<file path="src/rtl/operand_fetch_pkg.sv">
// Shared definitions for the operand-fetch stage: register-file geometry,
// data width, enable levels and the output-register state encoding.
package operand_fetch_pkg;

  localparam int unsigned REG_NUM = 32;
  localparam int unsigned REG_AW  = 5;
  localparam int unsigned XLEN    = 32;

  localparam logic [XLEN-1:0] ZeroWord = '0;

  localparam logic WriteEnable  = 1'b1;
  localparam logic WriteDisable = 1'b0;
  localparam logic ReadEnable   = 1'b1;
  localparam logic ReadDisable  = 1'b0;

  typedef logic [REG_AW-1:0] reg_addr_t;
  typedef logic [XLEN-1:0]   word_t;

  typedef enum logic {
    OUT_EMPTY = 1'b0,
    OUT_FULL  = 1'b1
  } out_state_e;

endpackage

</file>
<file path="src/rtl/operand_fetch_reg_scoreboard.sv">
// Busy scoreboard for the integer register file.
//   clk, rst     : clock, asynchronous active-low reset
//   rdy          : global ready; low freezes the busy bits
//   flush        : clears every busy bit (when rdy)
//   wb_we/wb_addr: writeback, clears the busy bit of wb_addr
//   set_en/addr  : issue of an instruction writing set_addr, sets its busy bit
//   chk_*        : instruction under test for RAW/WAW hazards
//   hazard       : a used source or the destination is effectively busy
module reg_scoreboard
  import operand_fetch_pkg::*;
(
  input  logic      clk,
  input  logic      rst,
  input  logic      rdy,
  input  logic      flush,
  input  logic      wb_we,
  input  reg_addr_t wb_addr,
  input  logic      set_en,
  input  reg_addr_t set_addr,
  input  logic      chk_valid,
  input  logic      chk_use_rs1,
  input  reg_addr_t chk_rs1,
  input  logic      chk_use_rs2,
  input  reg_addr_t chk_rs2,
  input  logic      chk_rd_we,
  input  reg_addr_t chk_rd,
  output logic      hazard
);

  logic [REG_NUM-1:0] busy_q;
  logic [REG_NUM-1:0] busy_d;
  logic [REG_NUM-1:0] eb;

  // A writeback landing this cycle already satisfies the dependency, since
  // the register file bypasses it onto the read ports.
  always_comb begin
    eb = '0;
    for (int unsigned r = 1; r < REG_NUM; r++) begin
      eb[r] = busy_q[r] & ~(wb_we & rdy & (wb_addr == reg_addr_t'(r)));
    end
  end

  assign hazard = chk_valid & ((chk_use_rs1 & eb[chk_rs1]) |
                               (chk_use_rs2 & eb[chk_rs2]) |
                               ((chk_rd_we == WriteEnable) & eb[chk_rd]));

  // Set is applied after clear so a same-cycle set on the same register wins.
  always_comb begin
    busy_d = busy_q;
    if (rdy) begin
      if (flush) begin
        busy_d = '0;
      end else begin
        if (wb_we)  busy_d[wb_addr]  = 1'b0;
        if (set_en) busy_d[set_addr] = 1'b1;
      end
    end
    busy_d[0] = 1'b0;
  end

  always_ff @(posedge clk or negedge rst) begin
    if (!rst) busy_q <= '0;
    else      busy_q <= busy_d;
  end

endmodule

</file>
<file path="src/rtl/operand_fetch.sv">
// Operand-fetch stage between decode and execute.
//   clk, rst         : clock, asynchronous active-low reset
//   rdy              : global ready; low freezes all state
//   flush            : squash held output and clear the scoreboard
//   in_*             : decoded instruction (valid/ready handshake)
//   re*/raddr*       : register-file read ports (combinational from inputs)
//   rdata*           : register-file read data (with same-cycle write bypass)
//   wb_we/wb_addr    : writeback bus, clears busy bits
//   out_*            : one-entry registered output (valid/ready handshake)
//   stall_cnt        : saturating count of hazard-stall cycles
module operand_fetch
  import operand_fetch_pkg::*;
#(
  parameter int unsigned PW = 32
) (
  input  logic          clk,
  input  logic          rst,
  input  logic          rdy,
  input  logic          flush,
  input  logic          in_valid,
  output logic          in_ready,
  input  logic          in_use_rs1,
  input  logic          in_use_rs2,
  input  reg_addr_t     in_rs1,
  input  reg_addr_t     in_rs2,
  input  logic          in_rd_we,
  input  reg_addr_t     in_rd,
  input  logic [PW-1:0] in_payload,
  output logic          re1,
  output logic          re2,
  output reg_addr_t     raddr1,
  output reg_addr_t     raddr2,
  input  word_t         rdata1,
  input  word_t         rdata2,
  input  logic          wb_we,
  input  reg_addr_t     wb_addr,
  output logic          out_valid,
  input  logic          out_ready,
  output word_t         out_op1,
  output word_t         out_op2,
  output logic          out_rd_we,
  output reg_addr_t     out_rd,
  output logic [PW-1:0] out_payload,
  output logic [31:0]   stall_cnt
);

  out_state_e    state_q, state_d;
  word_t         op1_q, op1_d;
  word_t         op2_q, op2_d;
  logic          rd_we_q, rd_we_d;
  reg_addr_t     rd_q, rd_d;
  logic [PW-1:0] payload_q, payload_d;
  logic [31:0]   stall_cnt_q, stall_cnt_d;

  logic hazard;
  logic slot_free;
  logic issue;
  logic stall;
  logic set_en;

  function automatic word_t src_word(input logic used, input reg_addr_t addr,
                                     input word_t data);
    return (used && addr != '0) ? data : ZeroWord;
  endfunction

  assign re1    = (in_valid && in_use_rs1) ? ReadEnable : ReadDisable;
  assign re2    = (in_valid && in_use_rs2) ? ReadEnable : ReadDisable;
  assign raddr1 = in_rs1;
  assign raddr2 = in_rs2;

  assign slot_free = (state_q == OUT_EMPTY) | out_ready;
  assign in_ready  = rdy & ~flush & slot_free & ~hazard;
  assign issue     = in_valid & in_ready;
  assign stall     = rdy & in_valid & ~flush & hazard;
  assign set_en    = issue & (in_rd_we == WriteEnable) & (in_rd != '0);

  reg_scoreboard u_scoreboard (
    .clk        (clk),
    .rst        (rst),
    .rdy        (rdy),
    .flush      (flush),
    .wb_we      (wb_we),
    .wb_addr    (wb_addr),
    .set_en     (set_en),
    .set_addr   (in_rd),
    .chk_valid  (in_valid),
    .chk_use_rs1(in_use_rs1),
    .chk_rs1    (in_rs1),
    .chk_use_rs2(in_use_rs2),
    .chk_rs2    (in_rs2),
    .chk_rd_we  (in_rd_we),
    .chk_rd     (in_rd),
    .hazard     (hazard)
  );

  always_comb begin
    state_d     = state_q;
    op1_d       = op1_q;
    op2_d       = op2_q;
    rd_we_d     = rd_we_q;
    rd_d        = rd_q;
    payload_d   = payload_q;
    stall_cnt_d = stall_cnt_q;

    if (stall && stall_cnt_q != '1) stall_cnt_d = stall_cnt_q + 32'd1;

    if (rdy) begin
      if (flush) begin
        state_d = OUT_EMPTY;
      end else if (issue) begin
        state_d   = OUT_FULL;
        op1_d     = src_word(in_use_rs1, in_rs1, rdata1);
        op2_d     = src_word(in_use_rs2, in_rs2, rdata2);
        rd_we_d   = in_rd_we;
        rd_d      = in_rd;
        payload_d = in_payload;
      end else if (out_ready) begin
        state_d = OUT_EMPTY;
      end
    end
  end

  always_ff @(posedge clk or negedge rst) begin
    if (!rst) begin
      state_q     <= OUT_EMPTY;
      op1_q       <= '0;
      op2_q       <= '0;
      rd_we_q     <= 1'b0;
      rd_q        <= '0;
      payload_q   <= '0;
      stall_cnt_q <= '0;
    end else begin
      state_q     <= state_d;
      op1_q       <= op1_d;
      op2_q       <= op2_d;
      rd_we_q     <= rd_we_d;
      rd_q        <= rd_d;
      payload_q   <= payload_d;
      stall_cnt_q <= stall_cnt_d;
    end
  end

  assign out_valid   = (state_q == OUT_FULL);
  assign out_op1     = op1_q;
  assign out_op2     = op2_q;
  assign out_rd_we   = rd_we_q;
  assign out_rd      = rd_q;
  assign out_payload = payload_q;
  assign stall_cnt   = stall_cnt_q;

endmodule

</file>
<file path="config.mk">
export PLATFORM = sky130hd
export DESIGN_NAME = operand_fetch
export DESIGN_NICKNAME = d
export VERILOG_FILES = /design/src/rtl/operand_fetch_pkg.sv /design/src/rtl/operand_fetch_reg_scoreboard.sv /design/src/rtl/operand_fetch.sv
export SDC_FILE = /design/constraint.sdc
export NUM_CORES = 1
export LEC_CHECK = 0
export ABC_AREA = 1
export CELL_PAD_IN_SITES_DETAIL_PLACEMENT = 0
export CELL_PAD_IN_SITES_GLOBAL_PLACEMENT = 1
export CORE_UTILIZATION = 30
export DETAILED_ROUTE_END_ITERATION = 6
export PLACE_DENSITY = 0.84
export SLEW_MARGIN = 20
export SYNTH_ARGS = -nofsm -noshare
export SYNTH_HDL_FRONTEND = slang
export SYNTH_SLANG_ARGS = --single-unit
</file>
<file path="constraint.sdc">
create_clock -name clk -period 2.2 [get_ports clk]
set_input_delay 0.55 -clock clk [delete_from_list [all_inputs] [get_ports clk]]
set_output_delay 0.55 -clock clk [all_outputs]
set_load 0.02 [all_outputs]
</file>
==> results.py <==
metrics = {
    "sta": {
        "tightest_slew_ns": 0.623,
        "drv_slew": 0,
        "fin_skew_ns": 0.0144,
        "max-slew-margin-rel_pct": 58.5,
        "hold_viol": 0,
        "setup-violations-final": 167,
        "fin_crit_sh_pct": 131,
        "finalSetupTns_ns": -71.54,
        "period_needed_ns": 2.88,
        "rsz0062_at_grt": "yes",
        "setup_ws_ns": -0.676,
        "fmax_mhz": 348,
    },
    "worst_setup_path": {
        "setup.worst_path.start_class": "input pin",
        "r2r_slack_ns": -0.43,
        "reg2reg_to": "stall_cnt[13]",
        "end_kind": "output pin",
        "r2r_cells": 18,
        "required_ns": 1.65,
        "cp-startpoint": "wb_addr[0]",
        "path_class": "in -> out",
        "path_max_fanout": 4,
        "worstPathArrival_ns": 2.33,
        "reg2reg_from": "u_scoreboard.busy_q[19]",
    },
    "routing": {
        "wl_um": 40200,
        "detail_route.vias_per_cell": 4.96,
        "ant_nets": 0,
        "drt-pass1-iter-count": 7,
        "wl_per_cell_um": 18.2,
        "num_vias": 11000,
        "drt_iter0_drc": 744,
        "drc": 0,
    },
    "global_route": {
        "overflow": 0,
        "grt_pass1_wl_um": 57600,
        "antenna_found_initial": 0,
        "track_usage_pct": 23.8,
        "grt_max_degree": 60,
        "grt_pass1_vias": 10300,
    },
    "status": {
        "violations": "setup timing",
        "status": "complete, but fails checks",
    },
    "place": {
        "placed_cells": 2091,
        "port_buffers": 273,
        "placed_cell_area_mm2": 0.0137,
        "gp_congestion": 0.967,
        "place.detailed.hpwl_um": 25700,
    },
    "power": {
        "p_leak_uw": 0.00778,
        "power_density_mw_per_mm2": 668,
        "ir_worst_vdd_v": 0.000575,
    },
    "logic_synthesis": {
        "ys_seq_elements": 166,
        "yosysUniqueCellTypes": 30,
        "synth_cells": 1346,
        "synth_edf_count": 0,
        "syn-cell-area_mm2": 0.00934,
        "syn_avg_cell_area_um2": 6.94,
        "synth_warnings": 0,
        "seq_area_frac_synth_pct": 44.5,
        "synth_ff_type": "dfrtp_1",
        "synthArstFlopShare_pct": 100,
        "syn_nets": 1473,
    },
    "clock_tree": {
        "clk_latency_ns": 0.45,
        "cts_buffers": 17,
        "cts.sinks": 166,
        "htreeDepth": 4,
        "cts_buffer_depth": 2,
        "cts_tree": "yes",
        "clkSlewWorstSetupHoldPaths_ns": 0.06,
        "root_buffer": "clkbuf_16",
        "cts_hold_buf": 0,
    },
    "floorplanning": {
        "pin_count": 274,
        "die_y_um": 178,
        "num_rows": 64,
        "die_w_um": 178,
        "start_util_pct": 30.5,
        "die_area_mm2": 0.0318,
        "fp.coreArea_mm2": 0.0306,
    },
    "finish": {
        "antennaDiodeCount": 0,
        "drive_above_1_share_pct": 30.9,
        "instances_no_fill": 2213,
        "fillers": 2790,
        "postLayoutCellArea_mm2": 0.0168,
        "syn2layout_area_growth_pct": 80.0,
        "finalNetCount": 1931,
    },
    "min_path": {
        "hp-class": "in -> async",
    },
    "job": {
        "maxCapViolations": 0,
    },
}
placed cells by master (no fill, tap or decap), types with 25 or more instances in the layout:
cell / instances
clkdlybuf4s50_1: 246
clkbuf_16: 25
nor2_1: 66
nand3_1: 86
buf_6: 31
inv_1: 78
buf_4: 145
dfrtp_1: 166
nand3_2: 29
o21ai_2: 49
nand2_1: 459
nand2_4: 41
o21ai_1: 40
nand2_2: 94
routing by layer:
| metal | part of all wire [%] | vias to the layer above | track usage (%) |
|---|---|---|---|
| li1 | - | 5219 | - |
| met5 | 0 | - | 0 |
| met3 | 5.8 | 73 | 3.71 |
| met1 | 43 | 5295 | 30.3 |
| met4 | 2.3 | 0 | 7.84 |
| met2 | 49 | 382 | 40.8 |
state kept, by name, summed over array words and instances, names as in the netlist:
register / flops
out_op2: 32
out_op1: 32
out_rd_we: 1
out_valid: 1
stall_cnt: 32
out_rd: 5
u_scoreboard.busy_q: 31
out_payload: 32
synthesized netlist by cell type (3+ instances only):
cell / number / area [um^2]
o21ai_0: 19 / 95.1
inv_1: 84 / 315
buf_4: 14 / 105
nor3_1: 17 / 85.1
o21a_1: 14 / 105
inv_2: 3 / 11.3
xor2_1: 22 / 193
buf_2: 29 / 145
o21ai_1: 72 / 360
nor2_1: 88 / 330
dfrtp_1: 166 / 4150
xnor2_1: 5 / 43.8
o31ai_1: 4 / 30.0
nor2_2: 6 / 37.5
nand3_1: 121 / 606
a21oi_1: 32 / 160
clkbuf_1: 17 / 63.8
nand2_1: 596 / 2240
nor4_1: 6 / 37.5
nand4_1: 13 / 81.3
clkinv_1: 5 / 18.8
worst max-delay path, cell delays in order:
cell	delay, ns
buf_8	0.10
buf_6	0.12
inv_8	0.07
nand2_8	0.06
nor2_4	0.23
nand2_2	0.09
nand2_2	0.10
nand2_1	0.05
nand3_1	0.08
nor2_1	0.06
nor2_1	0.17
nor2_1	0.08
nand3_2	0.10
buf_6	0.11
nand3_4	0.07
a21oi_4	0.13
buf_6	0.14
per-stage QoR:
stage	hold slack, ns	worst slack [ns]	power [uW]	utilization, %
after floorplan	0.254	-0.116	5610	-
after global placement	0.462	-1.23	7540	44.7
after detailed placement	0.464	-1.21	7590	44.7
after CTS	0.110	-0.571	11000	52.0
after global routing	0.124	-0.764	11700	54.9
final	0.0834	-0.676	11200	54.9
final cells by class:
class                      instances  area (um^2)  share of cell area (%)
clock buffer                      21          470                    2.80
clock inverter                    11          115                   0.685
inverter                          92          394                    2.34
multi-input combinational       1027         5770                    34.3
sequential                       166         4150                    24.7
tap                              396          495                    2.95
timing repair buffer             500         5410                    32.2
worst max path at each step:
stage,end,cells after the start,slack [ns]
final,in_ready,17,-0.68
after detailed placement,in_ready,14,-1.21
after CTS,in_ready,16,-0.57
after global routing,in_ready,17,-0.76
after floorplan,in_ready,15,-0.12
after global placement,in_ready,14,-1.23
cell families after synthesis:
logic type / after synthesis / synth area share, %
compound gates: 144 / 8.30
simple gates: 855 / 37.4
flops: 166 / 44.5
fa+ha+maj: 1 / 0.134
xor+xnor: 27 / 2.53
buf+inv: 153 / 7.10
power by group:
part / switching, uW / total, uW / internal (uW)
logic: 2140 / 4120 / 1980
clock network: 1400 / 3070 / 1670
registers: 444 / 4040 / 3590
total: 3980 / 11200 / 7240
repair_timing:
action,4_1_cts,5_1_grt
pin swaps,62,43
endpoints found under the hold margin,0,0
buffers inserted,50,20
gates cloned,22,11
setup endpoints to repair,178,168
resized for setup,264,188
Power figures use the tool's default switching activity.
